[src/rtl/ring_osc_ctrl.sv]
// Ring-oscillator sequencer and frequency counter: enable, settle, count edges over a gate window, report.
// Optional stuck-oscillator detection is built when RO_STUCK_EN is defined.
module ring_osc_ctrl #(
  parameter int SETTLE_CYC = 8,
  parameter int GATE_CYC   = 64,
  parameter int CNT_W      = 16
) (
  input  logic             clk,
  input  logic             rst_n,
  input  logic             start,
  input  logic             abort,
  input  logic             ro_out,
  output logic             ro_en,
  output logic             busy,
  output logic             done,
  output logic [CNT_W-1:0] count,
  output logic             stuck
);

  localparam int TMAX  = (SETTLE_CYC > GATE_CYC) ? SETTLE_CYC : GATE_CYC;
  localparam int TMR_W = (TMAX < 2) ? 1 : $clog2(TMAX + 1);

  typedef enum logic [1:0] {IDLE, SETTLE, MEASURE, DONE} state_t;

  state_t           state, state_nxt;
  logic [TMR_W-1:0] tmr, tmr_nxt;
  logic [CNT_W-1:0] edge_cnt;
  logic [CNT_W-1:0] meas_total;
  logic             ro_en_nxt;
  logic             meas_start, meas_end;
  logic             ro_sync_p0, ro_sync_p1, ro_sync_p2;
  logic             rise;

  function automatic logic [CNT_W-1:0] sat_inc(input logic [CNT_W-1:0] v, input logic inc);
    if (inc && (v != {CNT_W{1'b1}}))
      return v + CNT_W'(1);
    return v;
  endfunction

  assign rise       = ro_sync_p1 & ~ro_sync_p2;
  assign meas_total = sat_inc(edge_cnt, rise);
  assign busy       = (state != IDLE);
  assign done       = (state == DONE);

  always_comb begin
    state_nxt  = state;
    tmr_nxt    = '0;
    meas_start = 1'b0;
    meas_end   = 1'b0;
    case (state)
      IDLE: begin
        if (start && !abort)
          state_nxt = SETTLE;
      end
      SETTLE: begin
        if (abort) begin
          state_nxt = IDLE;
        end else if (tmr == TMR_W'(SETTLE_CYC - 1)) begin
          state_nxt  = MEASURE;
          meas_start = 1'b1;
        end else begin
          tmr_nxt = tmr + TMR_W'(1);
        end
      end
      MEASURE: begin
        if (abort) begin
          state_nxt = IDLE;
        end else if (tmr == TMR_W'(GATE_CYC - 1)) begin
          state_nxt = DONE;
          meas_end  = 1'b1;
        end else begin
          tmr_nxt = tmr + TMR_W'(1);
        end
      end
      DONE: begin
        state_nxt = IDLE;
      end
      default: begin
        state_nxt = IDLE;
      end
    endcase
    ro_en_nxt = (state_nxt == SETTLE) || (state_nxt == MEASURE);
  end

  // Stage p0..p2: two-flop synchronizer plus one edge-detect flop on the async oscillator.
  always_ff @(posedge clk or negedge rst_n) begin
    if (!rst_n) begin
      state      <= IDLE;
      tmr        <= '0;
      ro_en      <= 1'b0;
      ro_sync_p0 <= 1'b0;
      ro_sync_p1 <= 1'b0;
      ro_sync_p2 <= 1'b0;
      edge_cnt   <= '0;
      count      <= '0;
    end else begin
      state      <= state_nxt;
      tmr        <= tmr_nxt;
      ro_en      <= ro_en_nxt;
      ro_sync_p0 <= ro_out;
      ro_sync_p1 <= ro_sync_p0;
      ro_sync_p2 <= ro_sync_p1;
      if (meas_start)
        edge_cnt <= '0;
      else if (state == MEASURE)
        edge_cnt <= meas_total;
      // The edge seen on the final gate cycle is folded into the reported result.
      if (meas_end)
        count <= meas_total;
    end
  end

`ifdef RO_STUCK_EN
  logic stuck_q;

  always_ff @(posedge clk or negedge rst_n) begin
    if (!rst_n)
      stuck_q <= 1'b0;
    else if (meas_end)
      stuck_q <= (meas_total == '0);
  end

  assign stuck = stuck_q;
`else
  assign stuck = 1'b0;
`endif

endmodule

[config.mk]
export PLATFORM = sky130hd
export DESIGN_NAME = ring_osc_ctrl
export DESIGN_NICKNAME = d
export VERILOG_FILES = /design/src/rtl/ring_osc_ctrl.sv
export SDC_FILE = /design/constraint.sdc
export NUM_CORES = 1
export LEC_CHECK = 0
export ABC_AREA = 1
export ABC_CLOCK_PERIOD_IN_PS = 3300
export CORE_ASPECT_RATIO = 1.4
export CORE_MARGIN = 2
export CORE_UTILIZATION = 60
export CTS_CLUSTER_DIAMETER = 50
export DETAILED_ROUTE_END_ITERATION = 10
export GPL_TIMING_DRIVEN = 0
export PLACE_DENSITY_LB_ADDON = 0.1
export SYNTH_ARGS = -nofsm -noshare
export SYNTH_HDL_FRONTEND = slang
export SYNTH_SLANG_ARGS = --single-unit
[constraint.sdc]
create_clock -name clk -period 3.3 [get_ports clk]
set_input_delay 0.33 -clock clk [delete_from_list [all_inputs] [get_ports clk]]
set_output_delay 0.33 -clock clk [all_outputs]
set_load 0.01 [all_outputs]
== After elaboration in Yosys (flattened, before gate mapping) ==
Index checks and enable logic that the tools add are counted.

* Multiplexer cells: 22
* Bitwise gates (word level): 2
* Reductions and logical operators: 7
* Add/subtract/negate cells: 2
* Equality and inequality tests: 8

{| class="wikitable"
|+ Operators with widths
! kind !! count
|-
| 16-bit two-way mux || 4
|-
| 7-bit two-way mux || 4
|-
| 16-bit by 1-bit adder with 16-bit output (second input constant) || 1
|-
| 16-bit != test (second input constant) || 1
|-
| 7-bit case mux with 2 select lines || 1
|-
| 2-bit two-way mux || 5
|-
| 2-bit case mux with 4 select lines || 1
|-
| 7-bit by 1-bit adder with 7-bit output (second input constant) || 1
|-
| 7-bit by 3-bit equality test with 1-bit output (second input constant) || 1
|-
| 7-bit by 6-bit equality test with 1-bit output (second input constant) || 1
|-
| 1-bit two-way mux || 7
|-
| 2-bit equality test (second input constant) || 3
|-
| 2-bit by 1-bit equality test with 1-bit output (second input constant) || 2
|-
| 2-bit nonzero test || 2
|-
| 1-bit logical AND || 2
|-
| 2-bit zero test || 1
|-
| 1-bit bitwise AND || 1
|-
| 1-bit zero test || 1
|-
| 1-bit logical OR || 1
|-
| 1-bit NOT || 1
|}

* Flip-flop bits (word level): 45

== Logic depth before layout (Yosys ltp) ==
Gate-level depths: netlist of run 1.

* Depth after elaboration: 7
* Mapped depth: 10
* Depth with buffers taken out: 10

== Least setup slack after synthesis of run 1 ==
OpenSTA, ideal clock, no wires.

* Path type: reg2reg
* From: reg state[1]
* To: reg edge_cnt[8]
* Setup time: 0.117 ns
* Required time: 3.183 ns
* Stages on the path, launching flop included: 9
* Period minus slack after synthesis: 1.453 ns
* Arrival: 1.336 ns
* Setup slack: 1.847 ns
* Path through: dfrtp_1 > inv_1 > ha_1 > inv_1 > nor3_4 > nor2_2 > buf_4 > nand2_1 > nand2_1

* Word-level cells in the longest chain between the ends: 3

{| class="wikitable"
|+ RTL lines
! item !! line !! source
|-
| start, declared || 25 || <nowiki>state_t state, state_nxt;</nowiki>
|-
| start signal, assigned || 97 || <nowiki>state <= state_nxt;</nowiki>
|-
| 2-bit by 1-bit equality test with 1-bit output || 50 || <nowiki>case (state)</nowiki>
|-
| 1-bit two-way mux || 50 ||
|-
| 16-bit two-way mux / 2-bit nonzero test (equally long branches) || - ||
|-
| end signal, assigned || 106 || <nowiki>edge_cnt <= meas_total;</nowiki>
|-
| end, declared || 27 || <nowiki>logic [CNT_W-1:0] edge_cnt;</nowiki>
|}

Parallel ways exist; a longest one is shown, timed or not.
A chain may end at the register's enable or synchronous reset.

== Worst setup path after layout of run 1 ==
* From: reg state[1]
* To: out busy

* Word-level cells in the longest chain between the ends: 1

{| class="wikitable"
|+ RTL lines
! item !! line !! source
|-
| 2-bit nonzero test || 42 || <nowiki>assign busy = (state != IDLE);</nowiki>
|-
| end, declared || 14 || <nowiki>output logic busy,</nowiki>
|}

No other way between the ends.

==> results of run 1 <==
## state kept, by name, indices dropped and copies added (netlist names)
register and flops:
ro_sync_p0 1, state 2, edge_cnt 16, ro_sync_p2 1
ro_sync_p1 1, ro_en 1, tmr 7, count 16
## cell usage in the layout, fill, tap and decap left out, types with 2 or more instances in the layout
cell type / instances
nand2_1: 135
dfrtp_1: 45
nand3_1: 40
inv_1: 32
nor2_1: 25
clkdlybuf4s50_1: 22
nor2_2: 7
ha_1: 7
nand2_2: 6
clkbuf_8: 6
nor2_4: 5
nand4_1: 5
xor2_1: 3
inv_2: 3
buf_6: 3
nand3_2: 2
o21ai_0: 2
buf_2: 2
o21bai_1: 2
buf_4: 2
o21ai_1: 2
## worst max-delay path by stage
stage                                    endpoint               start  slack, ns
after floorplan           edge_cnt[8]$_DFFE_PN0P_  state[1]$_DFF_PN0_       1.85
after global placement         state[0]$_DFF_PN0_               rst_n       0.71
after detailed placement  edge_cnt[6]$_DFFE_PN0P_               abort       1.42
after CTS                                    busy  state[1]$_DFF_PN0_       1.38
after global routing                         busy  state[1]$_DFF_PN0_       1.31
final                                        busy  state[1]$_DFF_PN0_       1.39
## power by group through the flow
stage	Combinational (uW)	Sequential [uW]	Clock [uW]
2_1_floorplan	88.2	590	0
3_3_place_gp	145	589	0
3_5_place_dp	153	589	0
4_1_cts	153	578	436
5_1_grt	175	581	454
6_report	151	578	429
## stage by stage
| stage | hold WS, ns | utilization (%) |
|---|---|---|
| after floorplan | 0.0344 | - |
| after global routing | 0.0444 | 72.2 |
| after global placement | 0.337 | 68.8 |
| final | 0.00720 | 72.2 |
| after detailed placement | 0.342 | 69.4 |
| after CTS | 0.0226 | 72.2 |
## routing by layer
| metal | vias up | track usage [%] | wire length (microns) |
|---|---|---|---|
| met5 | - | 0 | 0 |
| met4 | 0 | 11.4 | 132 |
| met3 | 13 | 3.62 | 134 |
| met2 | 38 | 44.9 | 2840 |
| met1 | 1026 | 27.6 | 2210 |
| li1 | 1136 | - | - |
## synthesized netlist by cell type (all sizes together)
master	count
a21boi	1
a21o	1
a21oi	1
buf	6
conb	1
dfrtp	45
ha	7
inv	36
nand2	141
nand3	43
nand3b	1
nand4	5
nor2	38
nor3	2
nor4	1
o21ai	5
o21bai	2
o22ai	1
o31ai	1
xnor2	1
xor2	3
## logic make-up (layout without fill, tap and decap cells)
logic type / count (synthesis) / after routing / synth area share [%]
XOR/XNOR: 4 / 4 / 1.36
AND/OR/NAND/NOR: 231 / 231 / 41.1
buffers and inverters: 42 / 74 / 7.41
other: 1 / 1 / 0.145
flip-flops: 45 / 45 / 43.6
AO/OA/AOI/OAI: 12 / 12 / 3.00
adder cells (fa/ha/maj): 7 / 7 / 3.39
## final cells by class
| type | instances | area [sq um] |
|---|---|---|
| tap | 45 | 56.3 |
| inverter | 36 | 138 |
| timing repair buffer | 24 | 253 |
| buffer | 6 | 53.8 |
| fill | 338 | 1160 |
| sequential | 45 | 1130 |
| multi-input combinational | 255 | 1270 |
| clock buffer | 7 | 86.3 |
| clock inverter | 1 | 30.0 |
==> flow_summary.ini, run 1 <==
[clocking]
tritoncts = yes
htreeDepth = 2
clock-sinks = 45
ctsResizeCount = 0
ctsHoldBuffers = 0
cts_setup_buffers = 0
clkTransAtPathRegs_ns = 0.08
clock_path_buffers = 2
numCtsBuffers = 5
insertion_delay_ns = 0.30
cts_root_buffer = clkbuf_8

[final_layout]
drive_gt1_share_pct = 11.5
nets = 385
antenna_cells = 0
stdcell_area_sq_um = 3010
area_delta_synth_final_pct = 16.5
instances_no_fill = 419

[power]
p_int_uw = 874
ir_drop_mv = 0.301
p_leak_uw = 0.00153
pwr_density_cell_nw_per_um2 = 385
p_comb_share_pct = 13.0
p_total_uw = 1160
swShare_pct = 24.5
power.switching_uw = 284
clkPwrFrac_pct = 37.1
seqPwrFrac_pct = 49.9

[timing]
setup_viol = 0
fin_skew_ns = 0.00662
fin_crit_ns = 1.91
hold_viol = 0
slew-limit-headroom_pct = 63.9
final.setup.worst_slack_ns = 1.39
fmax_mhz = 524
period_share_pct = 57.8
worst_slew_pin_slew_ns = 0.542
fin_tns_setup_ns = 0
finalMaxSlewViolations = 0
rsz0062_at_grt = no

[global_routing]
grt_remaining_overflow = 0
track_usage_pct = 24.7
grt_pass1_wl_mm = 9.22
grt_pass1_vias = 2192
grt_max_degree = 25
antenna_found_initial = 0

[logic_synthesis]
ys_types = 34
ys_ff_latch = 45
yosysSeqAreaShare_pct = 43.6
ys.warnings.count = 0
synth_top_area_cell = dfrtp_1
synth_top_area_share_pct = 43.6
synth_cells = 342
syn_area_per_cell_sq_um = 7.55
synth_nets = 354
synth_area_leaders = dfrtp_1, nand2_1, nand3_1, inv_1, nor2_1
synth_area_sq_um = 2580

[worst_setup_path]
path_depth = 4
path_delay_family = buffers and inverters
critical_path_class = reg -> out
slowest_delay_ns = 0.52
crit_required_ns = 2.97
cp_slowest_cell = clkdlybuf4s50_1
cp.buffers_inverters = 3
cp-start-kind = flip-flop
cp.arrival_ns = 1.58
r2r_setup_slack_ns = 1.60
crit_chain = inv_1 -> ha_1 -> inv_1 -> clkdlybuf4s50_1
end_kind = primary output
timing.rr.end = tmr[6]$_DFF_PN0_
crit_fanout = 4
critPathMostFrequentCell = inv_1
rr_worst_depth = 8
regToRegStartpoint = tmr[0]$_DFF_PN0_

[detailed_routing]
routed_wl_mm = 5.32
dr.pass1.iters = 4
antenna_left = 0
drcViolationCount = 0
dr_total_vias = 2213
wl_per_cell_microns = 12.7
viasPerCell = 5.28
first_iter_violations = 105

[floorplan]
dieHeight_microns = 81.6
dieArea_sq_um = 4850
initial_core_util_pct = 62.0
num_rows = 28
ios = 25
die_w_microns = 59.5
fp.coreArea_sq_um = 4170

[placed_design]
port_buffers = 23
dp_slack_ns = 1.42
dpl-instance-area_sq_um = 2890
place_hpwl_mm = 4.07
post-place-cells = 411
gp_congestion = 0.818

[run_status]
run_status = completed

[worst_hold_path]
worstHoldPathType = in -> async

[run]
drv_cap = 0
Power figures use the tool's default switching activity.
==> run 2: changes to the inputs <==
ABC_CLOCK_PERIOD_IN_PS = 2000   (was 3300)
CORE_UTILIZATION = 57   (was 60)
clock period = 2 ns   (was 3.3 ns; I/O delays follow)
==> flow_summary.ini, run 2 (synthesis results as in run 1) <==
[worst_setup_path]
rr_worst_depth = 6
critical_path_class = reg -> out
timing.rr.end = tmr[6]$_DFF_PN0_
cp.arrival_ns = 1.58
crit_fanout = 4
crit_path_start = state[1]$_DFF_PN0_
cp-start-kind = flip-flop
r2r_setup_slack_ns = 0.30
crit_required_ns = 1.80
regToRegStartpoint = state[0]$_DFF_PN0_
end_kind = primary output
endpoint = busy

[clocking]
cts_setup_buffers = 0
clock-sinks = 45
insertion_delay_ns = 0.30
tritoncts = yes
clkTransAtPathRegs_ns = 0.09
cts_root_buffer = clkbuf_8
ctsHoldBuffers = 1
htreeDepth = 2
clock_path_buffers = 2
numCtsBuffers = 5
ctsResizeCount = 0

[timing]
slew-limit-headroom_pct = 63.6
hold_ws_ns = 0.336
fmax_mhz = 562
finalMaxSlewViolations = 0
hold_viol = 0
worst_slew_pin_slew_ns = 0.547
rsz0062_at_grt = no
period_share_pct = 89.0
fin_skew_ns = 0.00550
fin_crit_ns = 1.78
setup_viol = 0

[detailed_routing]
dr.pass1.iters = 4
drcViolationCount = 0
viasPerCell = 5.13
antenna_left = 0
dr_total_vias = 2241
first_iter_violations = 78
routed_wl_mm = 5.35
wl_per_cell_microns = 12.2

[global_routing]
antenna_found_initial = 0
grt_pass1_wl_mm = 9.30
grt_max_degree = 25
grt_remaining_overflow = 0
track_usage_pct = 23.9
grt_pass1_vias = 2194

[final_layout]
final_common_cell = nand2_1
multi_input_area_sq_um = 1270
fill_cells = 423
nets = 386
utilization_pct = 68.1
reg_top3 = count (16), edge_cnt (16), tmr (7)
area_delta_synth_final_pct = 17.6
drive_gt1_share_pct = 11.7
regArea_sq_um = 1130
stdcell_area_sq_um = 3040
final_cell_mix = nand2_1, dfrtp_1, nand3_1, inv_1, nor2_1
antenna_cells = 0

[placed_design]
place_hpwl_mm = 4.11
dpl-instance-area_sq_um = 2910
port_buffers = 23
gp_congestion = 0.840

[floorplan]
fp.coreArea_sq_um = 4460
dieArea_sq_um = 5090
dieHeight_microns = 83.7
ios = 25
die_w_microns = 60.9
num_rows = 29
initial_core_util_pct = 57.9

[power]
pwr_density_cell_nw_per_um2 = 627
p_leak_uw = 0.00153
ir_drop_mv = 0.528

[run_status]
run_status = completed

[run]
drv_cap = 0

[worst_hold_path]
worstHoldPathType = in -> reg
## run 2: worst min path at each step
stage,slack [ns],to,depth (start not counted),startpoint
2_1_floorplan,-0.1,count[0]$_DFFE_PN0P_,0,rst_n
4_1_cts,0.33,ro_sync_p0$_DFF_PN0_,1,ro_out
3_3_place_gp,0.36,ro_sync_p1$_DFF_PN0_,0,ro_sync_p0$_DFF_PN0_
5_1_grt,0.33,ro_sync_p0$_DFF_PN0_,1,ro_out
3_5_place_dp,0.22,count[13]$_DFFE_PN0P_,1,rst_n
6_report,0.34,ro_sync_p0$_DFF_PN0_,1,ro_out
## run 2: report_power, final
part	switching (uW)	internal, uW	leakage, uW
Combinational	153	99.3	0.000859
Clock	324	374	0.0000543
Sequential	17.3	937	0.000614
Total	494	1410	0.00153
## run 2: per-layer routing
metal	up-vias	wire, microns	GRT usage (%)
li1	1140	-	-
met1	1057	2110	27.7
met2	32	2980	42.1
met3	12	134	3.72
met4	0	124	9.49
met5	-	0	0
## run 2: stage by stage
step	setup TNS [ns]	total power, uW	setup WS [ns]	std cells
6_report	0	1900	0.221	437
5_1_grt	0	2000	0.121	437
4_1_cts	0	1930	0.213	437
3_5_place_dp	0	1230	0.278	428
3_3_place_gp	-21.87	1210	-0.489	427
2_1_floorplan	0	1120	0.547	342
## run 2: critical path, stage by stage (launching register included)
cell             delay [ns]
dfrtp_1                0.41
inv_1                  0.11
ha_1                   0.19
inv_1                  0.05
clkdlybuf4s50_1        0.52
## run 2: final cells by class
class | instances | share of cell area [%]
repair buffers | 25 | 8.65
clock inverters | 3 | 1.52
multi-input cells | 255 | 41.7
inverters | 36 | 4.53
plain buffers | 6 | 1.77
clock buffers | 5 | 2.26
well taps | 62 | 2.55
flip-flops and latches | 45 | 37.1
